<file path="src/rtl/booth_r4_seq_mul_pkg.sv">
// Shared types and helpers for the sequential radix-4 Booth multiplier.
package mul_pkg;

  typedef enum logic [1:0] {
    IDLE = 2'd0,
    CALC = 2'd1,
    DONE = 2'd2
  } state_e;

  // One radix-4 Booth digit: magnitude one or two, optionally negated.
  typedef struct packed {
    logic neg;
    logic one;
    logic two;
  } booth_dig_t;

  function automatic int mul_ndig(input int width);
    return width / 2 + 1;
  endfunction

endpackage

</file>
<file path="src/rtl/booth_r4_seq_mul_if.sv">
// Operand-issue and result handshakes of the sequential Booth multiplier.
interface booth_r4_seq_mul_if #(
  parameter int WIDTH = 16
);
  logic                 in_valid;
  logic                 in_ready;
  logic                 in_signed;
  logic [WIDTH-1:0]     in_a;
  logic [WIDTH-1:0]     in_b;
  logic                 out_valid;
  logic                 out_ready;
  logic [2*WIDTH-1:0]   out_product;
  logic                 busy;

  modport master (
    output in_valid, in_signed, in_a, in_b, out_ready,
    input  in_ready, out_valid, out_product, busy
  );

  modport slave (
    input  in_valid, in_signed, in_a, in_b, out_ready,
    output in_ready, out_valid, out_product, busy
  );
endinterface

</file>
<file path="src/rtl/booth_r4_seq_mul_enc.sv">
// Radix-4 Booth recoder: {b[2i+1], b[2i], b[2i-1]} -> digit in {-2..+2}.
module booth_r4_enc
  import mul_pkg::*;
(
  input  logic [2:0]  win_i,
  output booth_dig_t  dig_o
);

  // 111 and 000 both encode zero, so neg is suppressed for 111.
  assign dig_o.neg = win_i[2] & ~(win_i[1] & win_i[0]);
  assign dig_o.one = win_i[1] ^ win_i[0];
  assign dig_o.two = (win_i == 3'b011) | (win_i == 3'b100);

endmodule

</file>
<file path="src/rtl/booth_r4_seq_mul.sv">
// Sequential radix-4 Booth multiplier: one digit per clock, valid/ready on both sides.
module booth_r4_seq_mul
  import mul_pkg::*;
#(
  parameter int WIDTH = 16
) (
  input  logic               clk,
  input  logic               rst,
  booth_r4_seq_mul_if.slave  bus
);

  localparam int NDIG = mul_ndig(WIDTH);
  localparam int EW   = WIDTH + 2;
  localparam int AW   = 2 * WIDTH + 2;
  localparam int CW   = $clog2(NDIG);

  localparam logic [1:0]    S_IDLE   = IDLE;
  localparam logic [1:0]    S_CALC   = CALC;
  localparam logic [1:0]    S_DONE   = DONE;
  localparam logic [CW-1:0] LAST_DIG = CW'(NDIG - 1);

  if ((WIDTH % 2) != 0 || WIDTH < 4) begin : g_bad_width
    $error("booth_r4_seq_mul: WIDTH must be even and at least 4");
  end

  logic [1:0]         state_q, state_d;
  logic [CW-1:0]      cnt_q, cnt_d;
  logic [EW-1:0]      a_q, a_d;
  logic [EW:0]        b_q, b_d;
  logic [AW-1:0]      acc_q, acc_d;
  logic [2*WIDTH-1:0] prod_q, prod_d;

  logic               ext_sign_a, ext_sign_b;
  booth_dig_t         dig;
  logic [AW-1:0]      a_sx, pp_mag, pp, pp_sh;

  assign ext_sign_a = bus.in_signed & bus.in_a[WIDTH-1];
  assign ext_sign_b = bus.in_signed & bus.in_b[WIDTH-1];

  // b_q carries the implicit b[-1]=0 in bit 0 and shifts down two bits per
  // digit, so the current Booth window is always b_q[2:0].
  booth_r4_enc u_enc (
    .win_i (b_q[2:0]),
    .dig_o (dig)
  );

  assign a_sx   = {{(AW - EW){a_q[EW-1]}}, a_q};
  assign pp_mag = dig.two ? (a_sx << 1) : (dig.one ? a_sx : '0);
  assign pp     = dig.neg ? (~pp_mag + 1'b1) : pp_mag;
  assign pp_sh  = pp << {cnt_q, 1'b0};

  // NOTE: every always_comb output gets a default first so no path leaves it unassigned (no latches).
  always_comb begin
    state_d = state_q;
    cnt_d   = cnt_q;
    a_d     = a_q;
    b_d     = b_q;
    acc_d   = acc_q;
    prod_d  = prod_q;
    case (state_q)
      S_IDLE: begin
        if (bus.in_valid) begin
          a_d     = {{2{ext_sign_a}}, bus.in_a};
          b_d     = {{2{ext_sign_b}}, bus.in_b, 1'b0};
          acc_d   = '0;
          cnt_d   = '0;
          state_d = S_CALC;
        end
      end
      S_CALC: begin
        acc_d = acc_q + pp_sh;
        b_d   = b_q >> 2;
        cnt_d = cnt_q + 1'b1;
        if (cnt_q == LAST_DIG) begin
          cnt_d   = '0;
          prod_d  = acc_d[2*WIDTH-1:0];
          state_d = S_DONE;
        end
      end
      S_DONE: begin
        if (bus.out_ready) begin
          state_d = S_IDLE;
        end
      end
      default: state_d = S_IDLE;
    endcase
  end

  // NOTE: sequential state uses non-blocking assignments so all registers update together at the edge.
  always_ff @(posedge clk) begin
    if (rst) begin
      state_q <= S_IDLE;
      cnt_q   <= '0;
      a_q     <= '0;
      b_q     <= '0;
      acc_q   <= '0;
      prod_q  <= '0;
    end else begin
      state_q <= state_d;
      cnt_q   <= cnt_d;
      a_q     <= a_d;
      b_q     <= b_d;
      acc_q   <= acc_d;
      prod_q  <= prod_d;
    end
  end

  assign bus.in_ready    = (state_q == S_IDLE);
  assign bus.out_valid   = (state_q == S_DONE);
  assign bus.busy        = (state_q != S_IDLE);
  assign bus.out_product = prod_q;

endmodule
</file>
<file path="src/flat_wrapper.sv">
// flat-port wrapper written by rule: the top's interface ports become plain ports
module booth_r4_seq_mul_flat import mul_pkg::*;
#(
  parameter int WIDTH = 16
)
  (clk, rst, bus_in_valid, bus_in_signed, bus_in_a, bus_in_b, bus_out_ready, bus_in_ready, bus_out_valid, bus_out_product, bus_busy);
  booth_r4_seq_mul_if #(.WIDTH(WIDTH)) bus_i ();
  input  logic clk;
  input  logic rst;
  input wire logic [$bits(bus_i.in_valid)-1:0] bus_in_valid;
  input wire logic [$bits(bus_i.in_signed)-1:0] bus_in_signed;
  input wire logic [$bits(bus_i.in_a)-1:0] bus_in_a;
  input wire logic [$bits(bus_i.in_b)-1:0] bus_in_b;
  input wire logic [$bits(bus_i.out_ready)-1:0] bus_out_ready;
  output wire logic [$bits(bus_i.in_ready)-1:0] bus_in_ready;
  output wire logic [$bits(bus_i.out_valid)-1:0] bus_out_valid;
  output wire logic [$bits(bus_i.out_product)-1:0] bus_out_product;
  output wire logic [$bits(bus_i.busy)-1:0] bus_busy;
  assign bus_i.in_valid = bus_in_valid;
  assign bus_i.in_signed = bus_in_signed;
  assign bus_i.in_a = bus_in_a;
  assign bus_i.in_b = bus_in_b;
  assign bus_i.out_ready = bus_out_ready;
  assign bus_in_ready = bus_i.in_ready;
  assign bus_out_valid = bus_i.out_valid;
  assign bus_out_product = bus_i.out_product;
  assign bus_busy = bus_i.busy;
  booth_r4_seq_mul #(.WIDTH(WIDTH)) u_core (.clk(clk), .rst(rst), .bus(bus_i));
endmodule
</file>
<file path="config.mk">
export PLATFORM = sky130hd
export DESIGN_NAME = booth_r4_seq_mul_flat
export DESIGN_NICKNAME = d
export VERILOG_FILES = /design/src/rtl/booth_r4_seq_mul_pkg.sv /design/src/rtl/booth_r4_seq_mul_if.sv /design/src/rtl/booth_r4_seq_mul_enc.sv /design/src/rtl/booth_r4_seq_mul.sv /design/src/flat_wrapper.sv
export SDC_FILE = /design/constraint.sdc
export NUM_CORES = 1
export LEC_CHECK = 0
export ABC_CLOCK_PERIOD_IN_PS = 16600
export BUFFER_PORTS_ARGS = -buffer_cell sky130_fd_sc_hd__buf_2
export CORE_MARGIN = 5
export CORE_UTILIZATION = 55
export CTS_CLUSTER_SIZE = 12
export DETAILED_ROUTE_END_ITERATION = 12
export PLACE_DENSITY_LB_ADDON = 0.05
export SLEW_MARGIN = 20
export SYNTH_ARGS = -nofsm -noshare
export SYNTH_HDL_FRONTEND = slang
export SYNTH_SLANG_ARGS = --single-unit
</file>
<file path="constraint.sdc">
create_clock -name clk -period 16.6 [get_ports clk]
set_input_delay 4.15 -clock clk [delete_from_list [all_inputs] [get_ports clk]]
set_output_delay 4.15 -clock clk [all_outputs]
set_load 0.05 [all_outputs]
</file>
After elaboration in Yosys (flattened, before gate mapping)
Cells that the tools add are included.
{"block": "classes", "n_shift": 1, "mux": 14, "addsub": 3, "n_bitwise": 8, "reduce_logical": 7, "eq_ne": 8}
{"op": "34-bit 2-to-1 mux", "n": 4}
{"op": "34-bit case mux with 2 select lines", "n": 1}
{"op": "19-bit case mux with 2 select lines", "n": 1}
{"op": "34-bit by 1-bit adder with 34-bit output, second input constant", "n": 1}
{"op": "34-bit adder", "n": 1}
{"op": "34-bit NOT", "n": 1}
{"op": "34-bit by 5-bit << shifter with 34-bit output", "n": 1}
{"op": "19-bit 2-to-1 mux", "n": 1}
{"op": "4-bit 2-to-1 mux", "n": 2}
{"op": "4-bit case mux with 2 select lines", "n": 1}
{"op": "2-bit 2-to-1 mux", "n": 3}
{"op": "2-bit case mux with 3 select lines", "n": 1}
{"op": "2-bit AND reduction", "n": 3}
{"op": "4-bit by 1-bit adder with 4-bit output, second input constant", "n": 1}
{"op": "1-bit AND", "n": 4}
{"op": "4-bit == test, second input constant", "n": 1}
{"op": "2-bit != test, second input constant", "n": 2}
{"op": "2-bit nonzero test", "n": 2}
{"op": "3-bit by 2-bit == test with 1-bit output, second input constant", "n": 1}
{"op": "3-bit == test, second input constant", "n": 1}
{"op": "3-bit AND reduction", "n": 1}
{"op": "2-bit by 1-bit == test with 1-bit output, second input constant", "n": 1}
{"op": "2-bit == test, second input constant", "n": 1}
{"op": "2-bit logical NOT", "n": 1}
{"op": "4 further kinds", "n": 4}
{"block": "totals", "input_bits": 37, "ff_bits": 108, "out_inout_bits": 35}

Logic depth before layout (Yosys ltp)
Gate-level depths: netlist (run 1).
{"block": "logic_depth", "depth_word": 9, "mapped_depth": 29}

Hierarchy
A second synthesis (run 1) with hierarchy kept.
{"block": "unflattened", "hier_cells": 1055, "area_unflattened_um2": 7686.1}
{"mod": "booth_r4_seq_mul", "n_inst": 1, "cells_per_inst": 1049, "seq_area_each_um2": 2102.0, "area_each_um2": 7632.3}
{"mod": "booth_r4_enc", "n_inst": 1, "cells_per_inst": 6, "seq_area_each_um2": 0.0, "area_each_um2": 53.8}

Least setup slack after synthesis (run 1)
OpenSTA, ideal clock, no wires.
{"block": "synth_timing", "path_kind": "reg-to-output", "from": "reg u_core.state_q[1]", "to": "out bus_busy", "slack_ps": 10932, "t_required_ps": 12450, "t_arrival_ps": 1518, "stages_incl_launch_ff": 3, "cell_sequence": "dfxtp_1 -> nor2_1 -> inv_1"}
{"block": "synth_via", "elab_chain_len": 1}
{"element": "start, declared", "line_no": "booth_r4_seq_mul.sv:26", "source": "logic [1:0] state_q, state_d;"}
{"element": "start signal, assigned", "line_no": "booth_r4_seq_mul.sv:99", "source": "state_q <= state_d;"}
{"element": "2-bit nonzero test", "line_no": "booth_r4_seq_mul.sv:110", "source": "assign bus.busy = (state_q != S_IDLE);"}
{"element": "end, declared", "line_no": "flat_wrapper.sv:18", "source": "output wire logic [$bits(bus_i.busy)-1:0] bus_busy;"}
Every way passes these cells.

Worst setup path in the final report (run 1)
{"block": "layout_timing", "from": "reg u_core.b_q[0]", "to": "reg u_core.acc_q[30]"}
{"block": "layout_via", "elab_chain_len": 9}
{"element": "start, declared", "line_no": "booth_r4_seq_mul.sv:29", "source": "logic [EW:0] b_q, b_d;"}
{"element": "start signal, assigned", "line_no": "booth_r4_seq_mul.sv:95", "source": "b_q <= '0;"}
{"element": "start signal, assigned", "line_no": "booth_r4_seq_mul.sv:102", "source": "b_q <= b_d;"}
{"element": "3-bit by 2-bit == test with 1-bit output (tied with other cells)", "line_no": "booth_r4_seq_mul_enc.sv:12", "source": "assign dig_o.two = (win_i == 3'b011) | (win_i == 3'b100);"}
{"element": "1-bit OR or 34-bit 2-to-1 mux (tied branches)", "line_no": "booth_r4_seq_mul_enc.sv:12, booth_r4_seq_mul.sv:48"}
{"element": "34-bit 2-to-1 mux", "line_no": "booth_r4_seq_mul.sv:48", "source": "assign pp_mag = dig.two ? (a_sx << 1) : (dig.one ? a_sx : '0);"}
{"element": "34-bit NOT", "line_no": "booth_r4_seq_mul.sv:49", "source": "assign pp = dig.neg ? (~pp_mag + 1'b1) : pp_mag;"}
{"element": "34-bit by 1-bit adder with 34-bit output", "line_no": "booth_r4_seq_mul.sv:49"}
{"element": "34-bit 2-to-1 mux *", "line_no": "booth_r4_seq_mul.sv:49"}
{"element": "34-bit by 5-bit << shifter with 34-bit output *", "line_no": "booth_r4_seq_mul.sv:50", "source": "assign pp_sh = pp << {cnt_q, 1'b0};"}
{"element": "34-bit adder *", "line_no": "booth_r4_seq_mul.sv:71", "source": "acc_d = acc_q + pp_sh;"}
{"element": "34-bit case mux with 2 select lines *", "line_no": "booth_r4_seq_mul.sv:60", "source": "case (state_q)"}
{"element": "end signal, assigned", "line_no": "booth_r4_seq_mul.sv:96", "source": "acc_q <= '0;"}
{"element": "end signal, assigned", "line_no": "booth_r4_seq_mul.sv:103", "source": "acc_q <= acc_d;"}
{"element": "end, declared", "line_no": "booth_r4_seq_mul.sv:30", "source": "logic [AW-1:0] acc_q, acc_d;"}
Mark *: on every way between the ends. The rest lies on a longest branch, timed or not.
A chain may end at the register's enable or synchronous reset.

==> run metrics, run 1 <==
syn_area_per_cell 7.35 um2; fraction of layout cells with a size suffix above 1 0.123; Clock power frac 0.310; initial antenna violation count 0; Reg power frac 0.395; max cap viols 0; internal power 0.000447 W; final hold vios 0; Post-Syn Area 8000 um2; Main synth FF type dfxtp_1; Longest Clk Path Bufs 2; worst relative slew slack 0.305; skew final 0.0147 ns; worst reg-to-reg setup slack 10.10 ns; Worst-Margin Slew 1.04 ns; Tot GR Track Use 0.250; CP endpoint kind flop; synth warn 0; RePlAce Congestion 0.937; crit-path most repeated cell ha_1; GR Overflow Total 0; synth unique cells 86; Ant. Diodes 0; Buf/Inv on CP 1; net switching power 0.000245 W; Gate Count Post-Synth 1,088; Pre-antenna DRT Iters 5; Port Buffers 71; Hold Path Stages 2; Synth async-reset ratio 0; Num CTS Buffers 9; min-delay src u_core.bus.out_product[3]; routed wire length 21,600 um; R2R depth 23; EDFF count, synth 0; peak per-stage delay on the critical path 0.74 ns; dpl hpwl 15,400 um; detailed-route DRC error count 0; Worst EP required 16.92 ns; Placeable Area 14,400 um2; Post-CTS Setup Bufs 0; IO Pins 72; DR iter-0 viols 588; delay-heaviest family, CP compound AO/OA/AOI/OAI gates; RSZ-0062 raised after global routing false; hold worst-path end u_core.bus.out_product[3]; row cnt 44; first-pass GRT wire length 35,000 um; largest net degree at the start of global routing 104; clk_lat worst skew 0.36 ns; Max stage delay cell, worst path or4_4; starting density of the core 0.555; Tightest Hold Check Type flop to flop; DIE WIDTH 131 um; total negative slack 0 ns; Post-Syn Nets 1,163; CTS Hold Bufs 0; share of total power in combinational logic 0.296; Pins Over Slew Limit 0; Seq/Total Area, Yosys 0.263; Post-layout nets 1,175; CP Max Fanout 30; status complete, no violations; Root Buffer clkbuf_16; clk slew on worst S/H paths 0.08 ns; Filler cells 1,406; # H-tree levels 3; Tmin final 6.50 ns; die footprint 17,100 um2; fmax 154 MHz; crit path DAT 6.82 ns; Wirelength per Cell 16.7 um; via count 7,909; number of synthesized register bits 105; PostCTS Resize Cnt 0; Area Overhead vs Synth 7.87%; switching part of the total 0.354; most common cell after layout, fill and taps aside nand2_1; vias per cell 6.14; maximum VDD drop 0.0626 mV; worst r2r src u_core.b_q[0]; CTS tree yes; antenna viol nets, final 0; leakage power 3.61 nW; Period Utilization, post-route 0.392; WS Path Type flop to flop; most frequent cells in the layout nand2_1 (187), a21oi_1 (123), dfxtp_1 (105), nor2_1 (100), buf_2 (70); worst reg2reg endpoint u_core.acc_q[30]; worst path cell trace ha_1, mux2i_4, buf_4, mux2i_1, ha_1, a21boi_0, o2111ai_1, or4_4, o21ai_2, xnor2_1, a22oi_1, a2bb2oi_1, nor2_1, ha_1, nand2_1, nor2_1, nand3_1, o21ai_0, a31oi_1, o21ai_0, a41oi_1, nor4b_1, a311o_1; type of origin of the critical path flop; Power Total 0.000693 W; vias in the first global route 6,905; Die H 131 um; Final setup viols 0; clock sink count 105; PwrDens 80.3 nW/um2
[power groups by stage]
stage,registers (W),logic (W),clock network (W)
final,0.000274,0.000205,0.000214
after global routing,0.000275,0.000226,0.000231
after CTS,0.000273,0.000203,0.000220
after detailed placement,0.000279,0.000202,0
after global placement,0.000279,0.000202,0
after floorplan,0.000274,0.000164,0
[layer usage]
layer / share of wire / vias up / global-route usage
li1: - / 3969 / -
met1: 0.49 / 3710 / 0.359
met2: 0.45 / 202 / 0.389
met3: 0.052 / 28 / 0.0467
met4: 0.014 / 0 / 0.0599
met5: 0 / - / 0
[registers in the layout, summed over array words and instances (netlist names)]
signal,count
u_core.state_q,2
u_core.acc_q,32
u_core.cnt_q,4
u_core.a_q,17
u_core.b_q,18
u_core.bus.out_product,32
[tightest hold or removal path, delay by kind of cell, from the launching register on]
kind               cells  cell delay (ns)
DFF                    1             0.31
and+or+nand+nor        1             0.05
AOI/OAI and AO/OA      1             0.05
[stage by stage]
stage                     area [um2]  hold WS (ns)  utilization  setup slack (ns)  cells
final                           8630         0.451        0.598             10.10   1289
after global routing            8630         0.467        0.598              9.63   1289
after CTS                       8630         0.453        0.598             10.21   1289
after detailed placement        8330         0.443        0.578             10.21   1273
after global placement          8330         0.441        0.578             10.39   1273
after floorplan                 8000         0.447            -             10.93   1088
[synthesized netlist by cell type (8+ instances only)]
master | instances | area share
xnor2_1 | 20 | 0.022
nor2_1 | 101 | 0.047
a31oi_1 | 15 | 0.012
a311oi_1 | 16 | 0.018
dfxtp_1 | 105 | 0.26
o21ai_0 | 34 | 0.021
a211oi_1 | 13 | 0.012
nand3_1 | 47 | 0.029
xor2_1 | 14 | 0.015
ha_1 | 37 | 0.058
a21oi_1 | 123 | 0.077
nor3_1 | 17 | 0.011
nor3b_1 | 9 | 0.0084
and2_1 | 14 | 0.011
inv_1 | 16 | 0.0075
o21a_1 | 12 | 0.011
buf_2 | 8 | 0.0050
mux2i_1 | 21 | 0.026
a21o_1 | 23 | 0.022
clkbuf_1 | 62 | 0.029
and3_1 | 10 | 0.0078
nor4_1 | 8 | 0.0063
a211o_1 | 8 | 0.0088
nand2_1 | 188 | 0.088
o211ai_1 | 8 | 0.0075
[logic make-up after synthesis]
family / Yosys count / synth area share
compound gates: 331 / 0.276
buf+inv: 101 / 0.0544
fa+ha+maj: 38 / 0.0604
xor+xnor: 34 / 0.0372
simple gates: 447 / 0.263
mux: 32 / 0.0464
flops: 105 / 0.263
[area by class of cell]
type	instances	area, um2	area share
sequential	105	2100	0.244
tap	184	230	0.0267
clock buffer	10	239	0.0277
inverter	17	63.8	0.00739
timing repair buffer	85	463	0.0536
multi-input combinational	882	5470	0.634
clock inverter	6	58.8	0.00681
[worst max path at each step]
stage	slack [ns]	start	depth (start not counted)	to
floorplan	10.93	u_core.state_q[1]	2	bus_busy
global placement	10.39	u_core.b_q[0]	22	u_core.acc_q[30]
detailed placement	10.21	u_core.b_q[2]	22	u_core.bus.out_product[30]
CTS	10.21	u_core.b_q[2]	22	u_core.bus.out_product[30]
global route	9.63	u_core.b_q[1]	24	u_core.bus.out_product[30]
finish	10.10	u_core.b_q[0]	23	u_core.acc_q[30]
(Power assumes the default switching activity.)
==> run 2: changes to the inputs <==
--- a/config.mk
+++ b/config.mk
@@ -5,7 +5,7 @@
 export SDC_FILE = /design/constraint.sdc
 export NUM_CORES = 1
 export LEC_CHECK = 0
-export ABC_CLOCK_PERIOD_IN_PS = 16600
+export ABC_CLOCK_PERIOD_IN_PS = 6300
 export BUFFER_PORTS_ARGS = -buffer_cell sky130_fd_sc_hd__buf_2
 export CORE_MARGIN = 5
 export CORE_UTILIZATION = 55
==> constraint.sdc (replaced) <==
create_clock -name clk -period 6.3 [get_ports clk]
set_input_delay 1.575 -clock clk [delete_from_list [all_inputs] [get_ports clk]]
set_output_delay 1.575 -clock clk [all_outputs]
set_load 0.05 [all_outputs]
==> run metrics, run 2 (synthesis gave the netlist of run 1 again) <==
DP Cell Count 1,281; status complete, no violations; fmax 170 MHz; clk slew on worst S/H paths 0.08 ns; CP Max Fanout 9; switching part of the total 0.362; Worst-Margin Slew 0.672 ns; Ant. Diodes 0; crit path DAT 6.15 ns; worst reg-to-reg setup slack 0.42 ns; skew final 0.00981 ns; final hold vios 0; min-delay src u_core.bus.out_product[14]; Period Utilization, post-route 0.933; most common cell after layout, fill and taps aside nand2_1; DR iter-0 viols 633; worst reg2reg endpoint u_core.bus.out_product[31]; net switching power 0.000671 W; IO Pins 72; smallest hold slack 0.452 ns; vias in the first global route 7,054; Placeable Area 14,400 um2; detailed-route DRC error count 0; GR Util met1 0.385; R2R depth 21; leakage power 3.67 nW; Wirelength per Cell 16.8 um; Tot GR Track Use 0.259; PwrDens 212 nW/um2; internal power 0.00118 W; met3 GRT Util 0.0443; Area Overhead vs Synth 9.34%; Worst EP required 6.58 ns; Tmin final 5.88 ns; Num CTS Buffers 9; peak per-stage delay on the critical path 0.66 ns; Hold Path Stages 2; WS Path Type flop to flop; share of total power in combinational logic 0.304; vias per cell 6.13; die footprint 17,100 um2; worst r2r src u_core.b_q[0]; worst path cell trace ha_1, mux2i_4, mux2i_1, ha_1, a21boi_0, o2111ai_2, or4_4, mux2i_1, nor3_1, a21oi_1, a221o_1, ha_1, a21o_1, a21o_1, a221oi_1, o21a_1, nor3_1, nor3_1, a21boi_0, xor2_1, a211oi_1; antenna viol nets, final 0; most frequent cells in the layout nand2_1 (187), a21oi_1 (123), dfxtp_1 (105), nor2_1 (100), buf_2 (70); GR Overflow Total 0; DIE WIDTH 131 um; initial antenna violation count 0; worst relative slew slack 0.550; clock sink count 105; Longest Clk Path Bufs 2; type of origin of the critical path flop; via count 7,984; CTS Hold Bufs 0; Final setup viols 0; Tightest Hold Check Type flop to flop; Port Buffers 71; hold worst-path end u_core.bus.out_product[14]; fraction of layout cells with a size suffix above 1 0.135; first-pass GRT wire length 36,100 um; dpl hpwl 15,700 um; GR peak layer met2; routed wire length 21,900 um; RSZ-0062 raised after global routing false; Root Buffer clkbuf_16; met2 usage 0.387; starting density of the core 0.555; RePlAce Congestion 0.976; largest net degree at the start of global routing 62; # H-tree levels 3; Clock power frac 0.307; total negative slack 0 ns; Non-Filler Instances 1,303; Post-layout nets 1,189; Pre-antenna DRT Iters 5; Pins Over Slew Limit 0; Power Total 0.00185 W; Final Worst Setup Slack 0.423 ns; max cap viols 0; Reg power frac 0.389; clk_lat worst skew 0.36 ns; Max stage delay cell, worst path or4_4; row cnt 44; maximum VDD drop 0.196 mV; Filler cells 1,420; pre-CTS setup slack 0.312 ns; CTS tree yes; CP endpoint kind flop; Die H 131 um
[run 2: power groups by stage]
stage | Clock [W] | Sequential [W] | Combinational (W)
after floorplan | 0 | 0.000722 | 0.000432
after global placement | 0 | 0.000735 | 0.000539
after detailed placement | 0 | 0.000735 | 0.000542
after CTS | 0.000578 | 0.000720 | 0.000545
after global routing | 0.000601 | 0.000725 | 0.000620
final | 0.000569 | 0.000721 | 0.000562
[run 2: repair_timing]
| item | in CTS | in global routing |
|---|---|---|
| buffers inserted | 0 | 6 |
| hold endpoints to repair | 0 | 0 |
| gates resized for setup | 0 | 4 |
| endpoints found under the setup margin | 0 | 13 |
[run 2: worst max-delay path, delay by kind of cell (launching register included)]
kind,cells,cell delay [ns]
AO/OA/AOI/OAI,10,2.43
AND/OR/NAND/NOR,4,1.11
adder cells (fa/ha/maj),3,0.92
multiplexers,3,0.84
flip-flops,1,0.33
XOR/XNOR,1,0.14
[run 2: layer usage]
| metal | routed length [um] | up-vias |
|---|---|---|
| met5 | 0 | - |
| met4 | 365 | 0 |
| met3 | 1160 | 27 |
| met2 | 9560 | 237 |
| met1 | 10800 | 3712 |
| li1 | - | 4008 |
[run 2: worst max path at each step]
stage / from / to / slack (ns) / cells after the start
after floorplan: u_core.b_q[0] / u_core.acc_q[30] / 0.78 / 27
after global placement: u_core.b_q[0] / u_core.acc_q[30] / 0.44 / 22
after detailed placement: u_core.b_q[0] / u_core.acc_q[30] / 0.31 / 21
after CTS: u_core.b_q[0] / u_core.acc_q[30] / 0.29 / 22
after global routing: u_core.b_q[0] / u_core.bus.out_product[29] / 0.04 / 23
final: u_core.b_q[0] / u_core.bus.out_product[31] / 0.42 / 21
[run 2: area by class of cell]
class | count | area [um2] | area share
Tap cell | 184 | 230 | 0.0263
Clock inverter | 6 | 60.1 | 0.00686
Clock buffer | 10 | 229 | 0.0262
Inverter | 17 | 63.8 | 0.00729
Multi-Input combinational cell | 882 | 5500 | 0.628
Sequential cell | 105 | 2100 | 0.240
Timing Repair Buffer | 99 | 568 | 0.0649
[run 2: per-stage QoR]
step	utilization	instance area, um2
detailed placement	0.582	8390
global route	0.607	8750
floorplan	-	8000
global placement	0.582	8390
CTS	0.602	8680
finish	0.607	8750
==> run 3: changes to the inputs <==
--- a/config.mk
+++ b/config.mk
@@ -9,9 +9,10 @@
 export BUFFER_PORTS_ARGS = -buffer_cell sky130_fd_sc_hd__buf_2
 export CORE_MARGIN = 5
 export CORE_UTILIZATION = 55
+export CTS_BUF_LIST = sky130_fd_sc_hd__clkbuf_4 sky130_fd_sc_hd__clkbuf_8
 export CTS_CLUSTER_SIZE = 12
 export DETAILED_ROUTE_END_ITERATION = 12
-export PLACE_DENSITY_LB_ADDON = 0.05
+export PLACE_DENSITY = 0.72
 export SLEW_MARGIN = 20
 export SYNTH_ARGS = -nofsm -noshare
 export SYNTH_HDL_FRONTEND = slang
==> run metrics, run 3 (synthesis gave the netlist of run 1 again) <==
status complete, no violations; routed wire length 21,900 um; GR Overflow Total 0; highest metal used met4; CTS tree yes; type of origin of the critical path flop; fraction of layout cells with a size suffix above 1 0.129; maximum VDD drop 0.119 mV; DR iter-0 viols 817; # H-tree levels 3; Ant. Diodes 0; Worst EP required 6.59 ns; initial antenna violation count 0; Longest Clk Path Bufs 2; row cnt 44; first-pass GRT wire length 35,400 um; Period Utilization, post-route 0.929; via count 8,017; Area Overhead vs Synth 7.51%; dpl hpwl 15,900 um; leakage power 3.60 nW; Final Worst Setup Slack 0.449 ns; Worst-Margin Slew 0.947 ns; Placeable Area 14,400 um2; crit path DAT 6.14 ns; Wirelength per Cell 16.9 um; met3 wire length 1360 um; RePlAce Congestion 0.936; Met2 Routed Length 9760 um; largest net degree at the start of global routing 62; RSZ-0062 raised after global routing false; WS Path Type flop to flop; PostCTS Resize Cnt 0; most common cell after layout, fill and taps aside nand2_1; Pre-antenna DRT Iters 5; total negative slack 0 ns; WL met1 10,400 um; worst reg-to-reg setup slack 0.45 ns; Final setup viols 0; Tot GR Track Use 0.254; Tmin final 5.85 ns; DIE WIDTH 131 um; Post-CTS Setup Bufs 0; clk slew on worst S/H paths 0.10 ns; Power Total 0.00170 W; Filler cells 1,390; vias per cell 6.19; Tightest Hold Check Type flop to flop; worst relative slew slack 0.366; antenna viol nets, final 0; starting density of the core 0.555; IO Pins 72; vias in the first global route 7,137; CP endpoint kind flop; Root Buffer clkbuf_8; register area 2100 um2; Num CTS Buffers 9; CTS Hold Bufs 0; CP Max Fanout 10; Pins Over Slew Limit 0; footprint of the multi-input gates 5490 um2; final hold vios 0; Non-Filler Instances 1,296; detailed-route DRC error count 0; DP Cell Count 1,280; skew final 0.0112 ns; die footprint 17,100 um2; Post-layout nets 1,182; clk_lat worst skew 0.40 ns; PwrDens 198 nW/um2; pre-CTS setup slack 0.355 ns; clock sink count 105; Die H 131 um; fmax 171 MHz; max cap viols 0; Port Buffers 71; most frequent cells in the layout nand2_1 (187), a21oi_1 (123), dfxtp_1 (105), nor2_1 (100), buf_2 (70); smallest hold slack 0.455 ns
[run 3: cell type report]
class                      count  share of cell area
clock buffer                  12              0.0192
clock inverter                 4             0.00407
inverter                      17             0.00742
multi-input combinational    882               0.638
sequential                   105               0.244
tap                          184              0.0268
timing repair buffer          92              0.0599
[run 3: metrics by stage]
| stage | util | cell area (um2) |
|---|---|---|
| final | 0.596 | 8600 |
| after global routing | 0.596 | 8600 |
| after CTS | 0.595 | 8590 |
| after detailed placement | 0.581 | 8390 |
| after global placement | 0.581 | 8390 |
| after floorplan | - | 8000 |
[run 3: layer usage]
metal | vias up | global-route usage
met5 | - | 0
met4 | 0 | 0.0684
met3 | 28 | 0.0520
met2 | 234 | 0.385
met1 | 3777 | 0.367
li1 | 3978 | -
[run 3: critical path, cell delays in order (launching register included)]
cell       delay [ns]
dfxtp_1          0.56
mux2i_4          0.43
mux2i_1          0.32
ha_1             0.23
a21boi_0         0.20
o2111ai_1        0.17
buf_4            0.21
or3_1            0.40
a31o_1           0.24
a211oi_2         0.26
o21ba_1          0.18
mux2i_1          0.08
o22ai_1          0.21
ha_1             0.33
a21o_1           0.18
a21o_1           0.18
a311o_1          0.30
a31oi_1          0.31
o21ai_1          0.22
a41oi_2          0.33
nor4b_1          0.09
a311o_1          0.31
[run 3: path summary, 6_finish.rpt]
kind                                     to  cells past startpoint                       from
setup / recovery           u_core.acc_q[30]                     21              u_core.b_q[2]
hold / removal    u_core.bus.out_product[5]                      2  u_core.bus.out_product[5]
setup reg to reg           u_core.acc_q[30]                     21              u_core.b_q[2]
hold reg to reg   u_core.bus.out_product[5]                      2  u_core.bus.out_product[5]
[run 3: power by group]
| part | switching [W] | internal [W] |
|---|---|---|
| Sequential | 0.0000290 | 0.000692 |
| Clock | 0.000249 | 0.000180 |
| Combinational | 0.000347 | 0.000205 |
| Total | 0.000626 | 0.00108 |
